===== src/rtl/op_dispatch.sv =====
// op_dispatch: command front end of the arithmetic datapath.
// Accepts one {sel, a, b} command, pulses the selected unit's start for one
// cycle, waits for that unit's done and holds its result until it is taken.
// Optional watchdog on the wait: define OP_DISPATCH_TIMEOUT_EN.
module op_dispatch #(
    parameter int WIDTH   = 16,
    parameter int TIMEOUT = 255
) (
    input  logic             clk,
    input  logic             rst_n,
    input  logic             in_valid,
    output logic             in_ready,
    input  logic [1:0]       in_sel,
    input  logic [WIDTH-1:0] in_a,
    input  logic [WIDTH-1:0] in_b,
    output logic [3:0]       u_start,
    output logic [WIDTH-1:0] u_a,
    output logic [WIDTH-1:0] u_b,
    input  logic [3:0]       u_done,
    input  logic [WIDTH:0]   u_y0,
    input  logic [WIDTH:0]   u_y1,
    input  logic [WIDTH:0]   u_y2,
    input  logic [WIDTH:0]   u_y3,
    output logic             out_valid,
    input  logic             out_ready,
    output logic [WIDTH-1:0] out_result,
    output logic             out_overflow,
    output logic             out_timeout,
    output logic             busy
);
    typedef enum logic [1:0] {IDLE = 2'd0, ISSUE = 2'd1, WAIT = 2'd2, HOLD = 2'd3} state_t;

    state_t         state, state_nx;
    logic [1:0]     sel;
    logic [WIDTH:0] y_sel;
    logic           done_sel;
    logic           wd_fire;

    // Ready is gated by reset so nothing looks acceptable while reset is held.
    assign in_ready = rst_n && (state == IDLE);
    assign busy     = (state != IDLE);
    assign done_sel = u_done[sel];

    // Result of the unit that was launched; other units are never looked at.
    always_comb begin
        y_sel = u_y0;
        case (sel)
            2'd1:    y_sel = u_y1;
            2'd2:    y_sel = u_y2;
            2'd3:    y_sel = u_y3;
            default: y_sel = u_y0;
        endcase
    end

`ifdef OP_DISPATCH_TIMEOUT_EN
    localparam int CW = ($clog2(TIMEOUT + 1) > 8) ? $clog2(TIMEOUT + 1) : 8;
    logic [CW-1:0] wd_cnt;

    // Watchdog: zeroed during ISSUE so it starts at 0 on entry to WAIT, counts WAIT cycles.
    always_ff @(posedge clk or negedge rst_n) begin
        if (!rst_n)
            wd_cnt <= '0;
        else if (state == ISSUE)
            wd_cnt <= '0;
        else if (state == WAIT)
            wd_cnt <= wd_cnt + CW'(1);
    end

    // Fires on the TIMEOUT-th WAIT cycle; a done in the same cycle takes priority.
    assign wd_fire = (state == WAIT) && !done_sel && (wd_cnt == CW'(TIMEOUT - 1));
`else
    assign wd_fire = 1'b0;
`endif

    // State register.
    always_ff @(posedge clk or negedge rst_n) begin
        if (!rst_n) state <= IDLE;
        else        state <= state_nx;
    end

    // Next-state logic.
    always_comb begin
        state_nx = state;
        case (state)
            IDLE:    if (in_valid) state_nx = ISSUE;
            ISSUE:   state_nx = WAIT;
            WAIT:    if (done_sel || wd_fire) state_nx = HOLD;
            HOLD:    if (out_ready) state_nx = IDLE;
            default: state_nx = IDLE;
        endcase
    end

    // Command latch, start pulse and held result registers.
    always_ff @(posedge clk or negedge rst_n) begin
        if (!rst_n) begin
            sel          <= 2'd0;
            u_a          <= '0;
            u_b          <= '0;
            u_start      <= 4'b0000;
            out_valid    <= 1'b0;
            out_result   <= '0;
            out_overflow <= 1'b0;
            out_timeout  <= 1'b0;
        end else begin
            u_start <= 4'b0000;
            case (state)
                IDLE: if (in_valid) begin
                    sel     <= in_sel;
                    u_a     <= in_a;
                    u_b     <= in_b;
                    u_start <= 4'b0001 << in_sel;
                end
                WAIT: if (done_sel) begin
                    out_result   <= y_sel[WIDTH-1:0];
                    out_overflow <= y_sel[WIDTH];
                    out_timeout  <= 1'b0;
                    out_valid    <= 1'b1;
                end else if (wd_fire) begin
                    out_result   <= '1;
                    out_overflow <= 1'b1;
                    out_timeout  <= 1'b1;
                    out_valid    <= 1'b1;
                end
                HOLD: if (out_ready) out_valid <= 1'b0;
                default: ;
            endcase
        end
    end
endmodule


===== config.mk =====
export PLATFORM = sky130hd
export DESIGN_NAME = op_dispatch
export DESIGN_NICKNAME = d
export VERILOG_FILES = /design/src/rtl/op_dispatch.sv
export SDC_FILE = /design/constraint.sdc
export NUM_CORES = 1
export LEC_CHECK = 0
export CAP_MARGIN = 10
export CORE_AREA = 2 2 100 102
export CTS_CLUSTER_DIAMETER = 50
export DETAILED_ROUTE_END_ITERATION = 6
export DIE_AREA = 0 0 102 104
export PLACE_DENSITY_LB_ADDON = 0.08
export SETUP_SLACK_MARGIN = 0.2
export SLEW_MARGIN = 20
export SYNTH_ARGS = -nofsm -noshare
export SYNTH_HDL_FRONTEND = slang
export SYNTH_SLANG_ARGS = --single-unit

===== constraint.sdc =====
create_clock -name clk -period 1.9 [get_ports clk]
set_input_delay 0.285 -clock clk [delete_from_list [all_inputs] [get_ports clk]]
set_output_delay 0.285 -clock clk [all_outputs]
set_load 0.05 [all_outputs]

==> results of run 1 <==
==> cell type report <==
cell class | instances | area (sq um)
clock inverter | 5 | 78.8
fill | 887 | 4710
sequential | 58 | 1450
tap | 133 | 166
antenna | 1 | 2.50
clock buffer | 11 | 131
inverter | 5 | 22.5
timing repair buffer | 172 | 1680
multi-input combinational | 99 | 1310
==> cell families after synthesis <==
family,after synthesis
muxes,70
DFF,58
and+or+nand+nor,16
buffers and inverters,14
AOI/OAI and AO/OA,8
adders and majority gates,4
other,1
==> state kept, by name, indices dropped and copies added, names as in the netlist <==
name	flops
sel	2
state	2
u_b	16
out_overflow	1
u_a	16
out_result	16
out_valid	1
u_start	4
==> cells in the final DEF (no fill, tap or decap), types with 3 or more instances in the layout <==
| cell type | count |
|---|---|
| mux4_1 | 17 |
| o21ai_0 | 3 |
| nor2_1 | 3 |
| dlygate4sd2_1 | 53 |
| clkdlybuf4s50_1 | 108 |
| buf_4 | 5 |
| dfrtp_1 | 57 |
| clkbuf_8 | 9 |
| mux2_4 | 10 |
| nand2_1 | 7 |
| mux2_2 | 41 |
| buf_12 | 4 |
==> metrics by stage <==
step                      utilization [%]  power [W]
after global placement               49.0    0.00761
after detailed placement             49.0    0.00765
final                                50.7    0.00842
after CTS                            50.6    0.00853
after floorplan                         -    0.00585
after global routing                 50.6    0.00887
==> repair_timing <==
action	CTS	global route
pin swaps	0	0
gates resized for setup	56	3
endpoints found under the setup margin	63	10
hold buffers	0	0
==> worst reg2reg max path: cells and delay by family (launching register included) <==
| family | cells | cell delay (ns) |
|---|---|---|
| buf+inv | 1 | 0.19 |
| flops | 1 | 0.42 |
| compound gates | 1 | 0.19 |
| mux | 2 | 0.75 |
==> metal layers <==
layer,part of all wire (%),vias to the layer above,global-route usage (%)
met5,0,-,0
met4,0.75,0,4.57
met3,8.3,5,5.04
met2,52,85,23.4
met1,39,1049,15.7
li1,-,998,-
==> path summary, 6_finish.rpt <==
path | start | to | slack, ns | depth (start not counted)
max reg2reg | sel[0] | out_result[2] | 0.23 | 4
min reg2reg | out_result[15] | out_result[15] | 0.50 | 1
min | rst_n | out_result[14] | 0.12 | 2
min in group clk | out_result[15] | out_result[15] | 0.50 | 1
max in group asynchronous | rst_n | sel[0] | 1.27 | 2
max | sel[0] | out_result[2] | 0.23 | 4
==> report_power, final <==
group          switching [W]  internal (W)
Sequential          0.000326       0.00184
Combinational        0.00304       0.00198
Clock               0.000482      0.000737
Total                0.00385       0.00456
==> metrics.md, run 1 <==
| Metric | Value |
|---|---|
| Outcome | `complete, no violations` |
| FFs w/ async S/R, synth | `between 90% and 100%` |
| First-pass GRT wire length | `approximately 11 mm` |
| GP Congestion | `around 0.79` |
| Finished Layout Cells | `roughly 480` |
| Post-Synth Simple-Gate Area | `2.53%` |
| DP Cell Count | `between 400 and 500` |
| Post-DR wirelength/cell | `between 10 and 15 um` |
| Post-synth design cell area | `2820 sq um` |
| Worst setup path category | `reg -> reg` |
| Top post-synthesis cells by area | `dfrtp_1 (51%), mux2_2 (16%), mux4_1 (16%), mux2_4 (5.3%), ha_1 (1.8%)` |
| Final Hold Vio Count | `0` |
| Site row count | `36` |
| Post-Synth Adder-Cell Area | `under 10%` |
| Clock skew | `between 0.01 and 0.015 ns` |
| Final hold slack | `about 0.12 ns` |
| Synth Instances | `around 170` |
| Main flop type after synthesis | `dfrtp_1` |
| Skew-Pair Late Insertion Delay | `~0.32 ns` |
| Post-synthesis sequential area ratio | `about half` |
| Port bufs | `around 170` |
| Final ANT Viol Nets | `0` |
| Initial core utilization | `approximately 30%` |
| Largest net degree at the start of global routing | `59` |
| CTS clk-pin slew, worst paths | `0.07 ns` |
| CTS Buf Count | `9` |
| Fmax achieved | `~0.6 GHz` |
| Worst-margin pin slew | `~0.72 ns` |
| Max VDD drop | `between 600 and 700 uV` |
| Crit path largest cell delay | `0.42 ns` |
| Share of the synthesized area in the top cell type | `about 51%` |
| Area grow syn2layout | `71.6%` |
| Total Wirelength | `approximately 7.1 mm` |
| Max Cap Violations | `0` |
| TritonCTS clock tree | `done` |
| Vias in the first global route | `approximately 2,200` |
| Synth Area in XOR/XNOR | `0%` |
| Post-Syn Area per Cell | `approximately 16 sq um` |
| Cell area after layout | `4840 sq um` |
| Synth Register Bits | `between 50 and 60` |
| Worst relative slew slack | `between 50% and 60%` |
| Compound-Gate Fraction of Synth Area | `under 10%` |
| Die area | `roughly 11,000 sq um` |
| Post-synthesis mux area share | `roughly two fifths` |
| Share of cells above drive strength 1 | `between 20% and 30%` |
| Post-synth cell types | `27` |
| Syn nets | `between 200 and 300` |
| DRT iter0 DRCs | `24` |
| H-tree levels | `3` |
| CTS Buffer Depth | `2` |
| Total setup buffers inserted after CTS | `0` |
| # nets final | `approximately 460` |
| Top Family by Delay on Critical Path | `multiplexers` |
| Via count | `2,137` |
| Combinational family with the most area after synthesis | `multiplexers` |
| CP max FO | `17` |
| Synth area leader | `dfrtp_1` |
| Drt first pass iters | `6` |
| Boundary pin count | `167` |
| TNS Setup | `0 ns` |
| Final min period | `between 1.5 and 2 ns` |
| Static leakage | `roughly 2.1 nW` |
| RSZ-0062 raised after global routing | `true` |
| Post-DP Area | `around 4700 sq um` |
| Total GRT Usage | `13.7%` |
| GRT overflow | `0` |
| Worst Setup Slack, final | `between 0.2 and 0.25 ns` |
| Most used cell, CP | `mux2_2` |
| Antenna violations before repair | `1` |
| Most common cell in the netlist | `dfrtp_1` |
| Core Box Area | `~9500 sq um` |
| DPL Wire Length | `between 5 and 6 mm` |
| Number of flops mapped to enable cells by yosys | `0` |
| Pwr dens | `approximately 1700 nW/um^2` |
| # DRC | `0` |
| Die height | `between 100 and 150 um` |
| Pre-CTS setup slack | `0.0308 ns` |
| Vias per cell | `roughly 4.4` |
| Worst Path Buf+Inv | `1` |
| CTS Sinks | `slightly below 60` |
| Setup violations, final | `0` |
| YS warnings | `0` |
| Critical Path Start Type | `flip-flop` |
| Final critical-path share of the clock period | `about nine tenths` |
| Max stage delay cell, worst path | `dfrtp_2` |
| Critical path arrival | `1.87 ns` |
| Worst setup EP type | `flip-flop` |
| Crit-path cells | `mux2_2 -> o211ai_4 -> buf_12 -> mux2_2` |
| Root Buffer | `clkbuf_8` |
| Max Slew Vio Count | `0` |
| Commonest cells in the synthesized netlist | `dfrtp_1 (58), mux2_2 (41), mux4_1 (17)` |
| Die Span X | `102 um` |
| Min-delay worst type | `in -> async` |
| WP data required | `~2.1 ns` |
Note: power is estimated with default switching activity, not from simulation.
==> inputs of run 2 (changes only) <==
--- a/config.mk
+++ b/config.mk
@@ -16,3 +16,4 @@
 export SYNTH_ARGS = -nofsm -noshare
 export SYNTH_HDL_FRONTEND = slang
 export SYNTH_SLANG_ARGS = --single-unit
+export TNS_END_PERCENT = 50
==> run 2 against run 1 <==
  * Routed wire length grew 1.1%
  * Clock skew about the same
  * Largest cell class unchanged
  * First-iteration DRC count is 17% higher
  * Maximum frequency decreased by 3.5%
==> metrics.md, run 2 (synthesis gave the netlist of run 1 again) <==
| Metric | Value |
|---|---|
| Outcome | `complete, no violations (unchanged)` |
| Hold_buf cts | `0 (unchanged)` |
| Setup violations, final | `0 (unchanged)` |
| CP max FO | `2 (was 17)` |
| Max Slew Vio Count | `0 (unchanged)` |
| Post-DR wirelength/cell | `14.8 um (was 14.7 um)` |
| Static leakage | `2.31 nW (was 2.14 nW)` |
| Core Box Area | `9550 sq um (unchanged)` |
| Critical path arrival | `1.45 ns (was 1.87 ns)` |
| Skew-Pair Late Insertion Delay | `0.32 ns (about the same)` |
| Worst setup EP type | `output pin (was flip-flop)` |
| WP data required | `1.62 ns (was 2.10 ns)` |
| Die Span X | `102 um (unchanged)` |
| Internal power | `0.00468 W (was 0.00456 W)` |
| CTS Buf Count | `9 (unchanged)` |
| Top Registers | `out_result: 16 flops, u_a: 16 flops, u_b: 16 flops (unchanged)` |
| Post-DP Area | `4670 sq um (unchanged)` |
| Min-delay worst type | `in -> async (unchanged)` |
| Worst setup path category | `reg -> out (was reg -> reg)` |
| Area of the multi-input gates | `1300 sq um (was 1310 sq um)` |
| Met1 usage | `15.7% (about the same)` |
| CTS clk-pin slew, worst paths | `0.07 ns (about the same)` |
| Crit-path cells | `clkdlybuf4s50_1 (was mux2_2 -> o211ai_4 -> buf_12 -> mux2_2)` |
| # fillers | `868 (was 887)` |
| CTS Buffer Depth | `2 (unchanged)` |
| Final hold slack | `0.128 ns (was 0.123 ns)` |
| Clock skew | `0.0103 ns (was 0.0101 ns)` |
| Sw power | `0.00386 W (was 0.00385 W)` |
| RSZ-0062 raised after global routing | `true (unchanged)` |
| Pwr dens | `1740 nW/um^2 (about the same)` |
| DP Cell Count | `467 (unchanged)` |
| Port bufs | `165 (unchanged)` |
| DPL Wire Length | `5.51 mm (unchanged)` |
| Met3 usage | `5.04% (unchanged)` |
| Die area | `10,600 sq um (unchanged)` |
| Share of cells above drive strength 1 | `24.6% (was 25.1%)` |
| Vias in the first global route | `2,221 (was 2,227)` |
| Final Hold Vio Count | `0 (unchanged)` |
| Fmax achieved | `0.577 GHz (was 0.598 GHz)` |
| Largest net degree at the start of global routing | `59 (unchanged)` |
| CTS Sinks | `58 (unchanged)` |
| Commonest non-fill, non-tap cells in the layout | `clkdlybuf4s50_1 (110), dfrtp_1 (58), mux2_2 (41), dlygate4sd2_1 (31), dlymetal6s2s_1 (20) (was clkdlybuf4s50_1 (108), dfrtp_1 (57), dlygate4sd2_1 (53), mux2_2 (41), mux4_1 (17))` |
| Worst relative slew slack | `51.2% (was 51.7%)` |
| # nets final | `459 (unchanged)` |
| Crit path largest cell delay | `0.80 ns (was 0.42 ns)` |
| Most common cell after layout, fill and taps aside | `clkdlybuf4s50_1 (unchanged)` |
| GRT overflow | `0 (unchanged)` |
| Drt first pass iters | `6 (unchanged)` |
| Root Buffer | `clkbuf_8 (unchanged)` |
| Max VDD drop | `655 uV (was 651 uV)` |
| # DRC | `0 (unchanged)` |
| Storage cell area | `1450 sq um (about the same)` |
| Area grow syn2layout | `74.1% (was 71.6%)` |
| Max stage delay cell, worst path | `clkdlybuf4s50_1 (was dfrtp_2)` |
| Site row count | `36 (unchanged)` |
| Total GRT Usage | `13.7% (about the same)` |
| Final ANT Viol Nets | `0 (unchanged)` |
| Initial core utilization | `29.5% (unchanged)` |
| Met2 Track Usage GR | `23.4% (about the same)` |
| GP Congestion | `0.787 (unchanged)` |
| Finished Layout Cells | `484 (unchanged)` |
| Antenna violations before repair | `1 (unchanged)` |
| GRT Max-Usage Layer | `met2 (unchanged)` |
| Boundary pin count | `167 (unchanged)` |
| Max Cap Violations | `0 (unchanged)` |
| TNS Setup | `0 ns (unchanged)` |
| Critical Path Start Type | `flip-flop (unchanged)` |
| Switch share | `45.2% (was 45.8%)` |
| Final critical-path share of the clock period | `91.2% (was 88.1%)` |
| TritonCTS clock tree | `done (unchanged)` |
| Top Family by Delay on Critical Path | `buffers and inverters (was multiplexers)` |
| Via count | `2,140 (was 2,137)` |
| Final min period | `1.73 ns (was 1.67 ns)` |
| Total Wirelength | `7.18 mm (was 7.10 mm)` |
| First-pass GRT wire length | `11.2 mm (about the same)` |
| Die height | `104 um (unchanged)` |
| H-tree levels | `3 (unchanged)` |
| DRT iter0 DRCs | `28 (was 24)` |
| Worst Path Buf+Inv | `1 (unchanged)` |
| Reg power frac | `25.4% (was 25.8%)` |
| Cell area after layout | `4910 sq um (was 4840 sq um)` |
| Vias per cell | `4.42 (about the same)` |
| Worst-margin pin slew | `0.732 ns (was 0.725 ns)` |
| Gate power share | `60.4% (was 59.7%)` |
| Clock power share | `14.3% (was 14.5%)` |
==> run 2: final timing paths <==
kind / start / to / slack (ns) / depth (start not counted)
max in group asynchronous: rst_n / u_b[14] / 1.29 / 2
min in group clk: u_b[0] / u_b[0] / 0.50 / 1
hold reg to reg: u_b[0] / u_b[0] / 0.50 / 1
setup / recovery: u_a[9] / u_a[9] / 0.17 / 1
setup reg to reg: sel[0] / out_result[2] / 0.20 / 4
hold / removal: rst_n / out_result[14] / 0.13 / 2
==> run 2: repair_timing <==
| action | in CTS | in global routing |
|---|---|---|
| endpoints found under the setup margin | 63 | 43 |
| setup buffers | 0 | 0 |
| resized for setup | 31 | 23 |
==> run 2: routing by layer <==
| metal | routed length (um) | vias up |
|---|---|---|
| li1 | - | 999 |
| met1 | 2790 | 1051 |
| met2 | 3760 | 85 |
| met3 | 573 | 5 |
| met4 | 54 | 0 |
| met5 | 0 | - |
==> run 2: layout make-up <==
type / count / share of cell area, %
Timing Repair Buffer: 172 / 35.7
Clock inverter: 5 / 1.61
Multi-Input combinational cell: 99 / 26.5
Sequential cell: 58 / 29.6
Inverter: 5 / 0.459
Clock buffer: 11 / 2.68
Tap cell: 133 / 3.39
Antenna cell: 1 / 0.0510
==> run 2: power by group through the flow <==
stage	Sequential [W]	Combinational, W	Clock, W
floorplan	0.00411	0.00174	0
CTS	0.00218	0.00521	0.00127
global route	0.00225	0.00541	0.00132
detailed placement	0.00221	0.00544	0
finish	0.00217	0.00515	0.00122
global placement	0.00220	0.00541	0
==> run 2: metrics by stage <==
stage / utilization, % / worst slack (ns) / power [W]
after global routing: 51.4 / 0.122 / 0.00898
after detailed placement: 49.0 / 0.0308 / 0.00765
after global placement: 49.0 / 0.0552 / 0.00761
final: 51.4 / 0.167 / 0.00854
after CTS: 50.7 / 0.116 / 0.00866
after floorplan: - / 0.214 / 0.00585
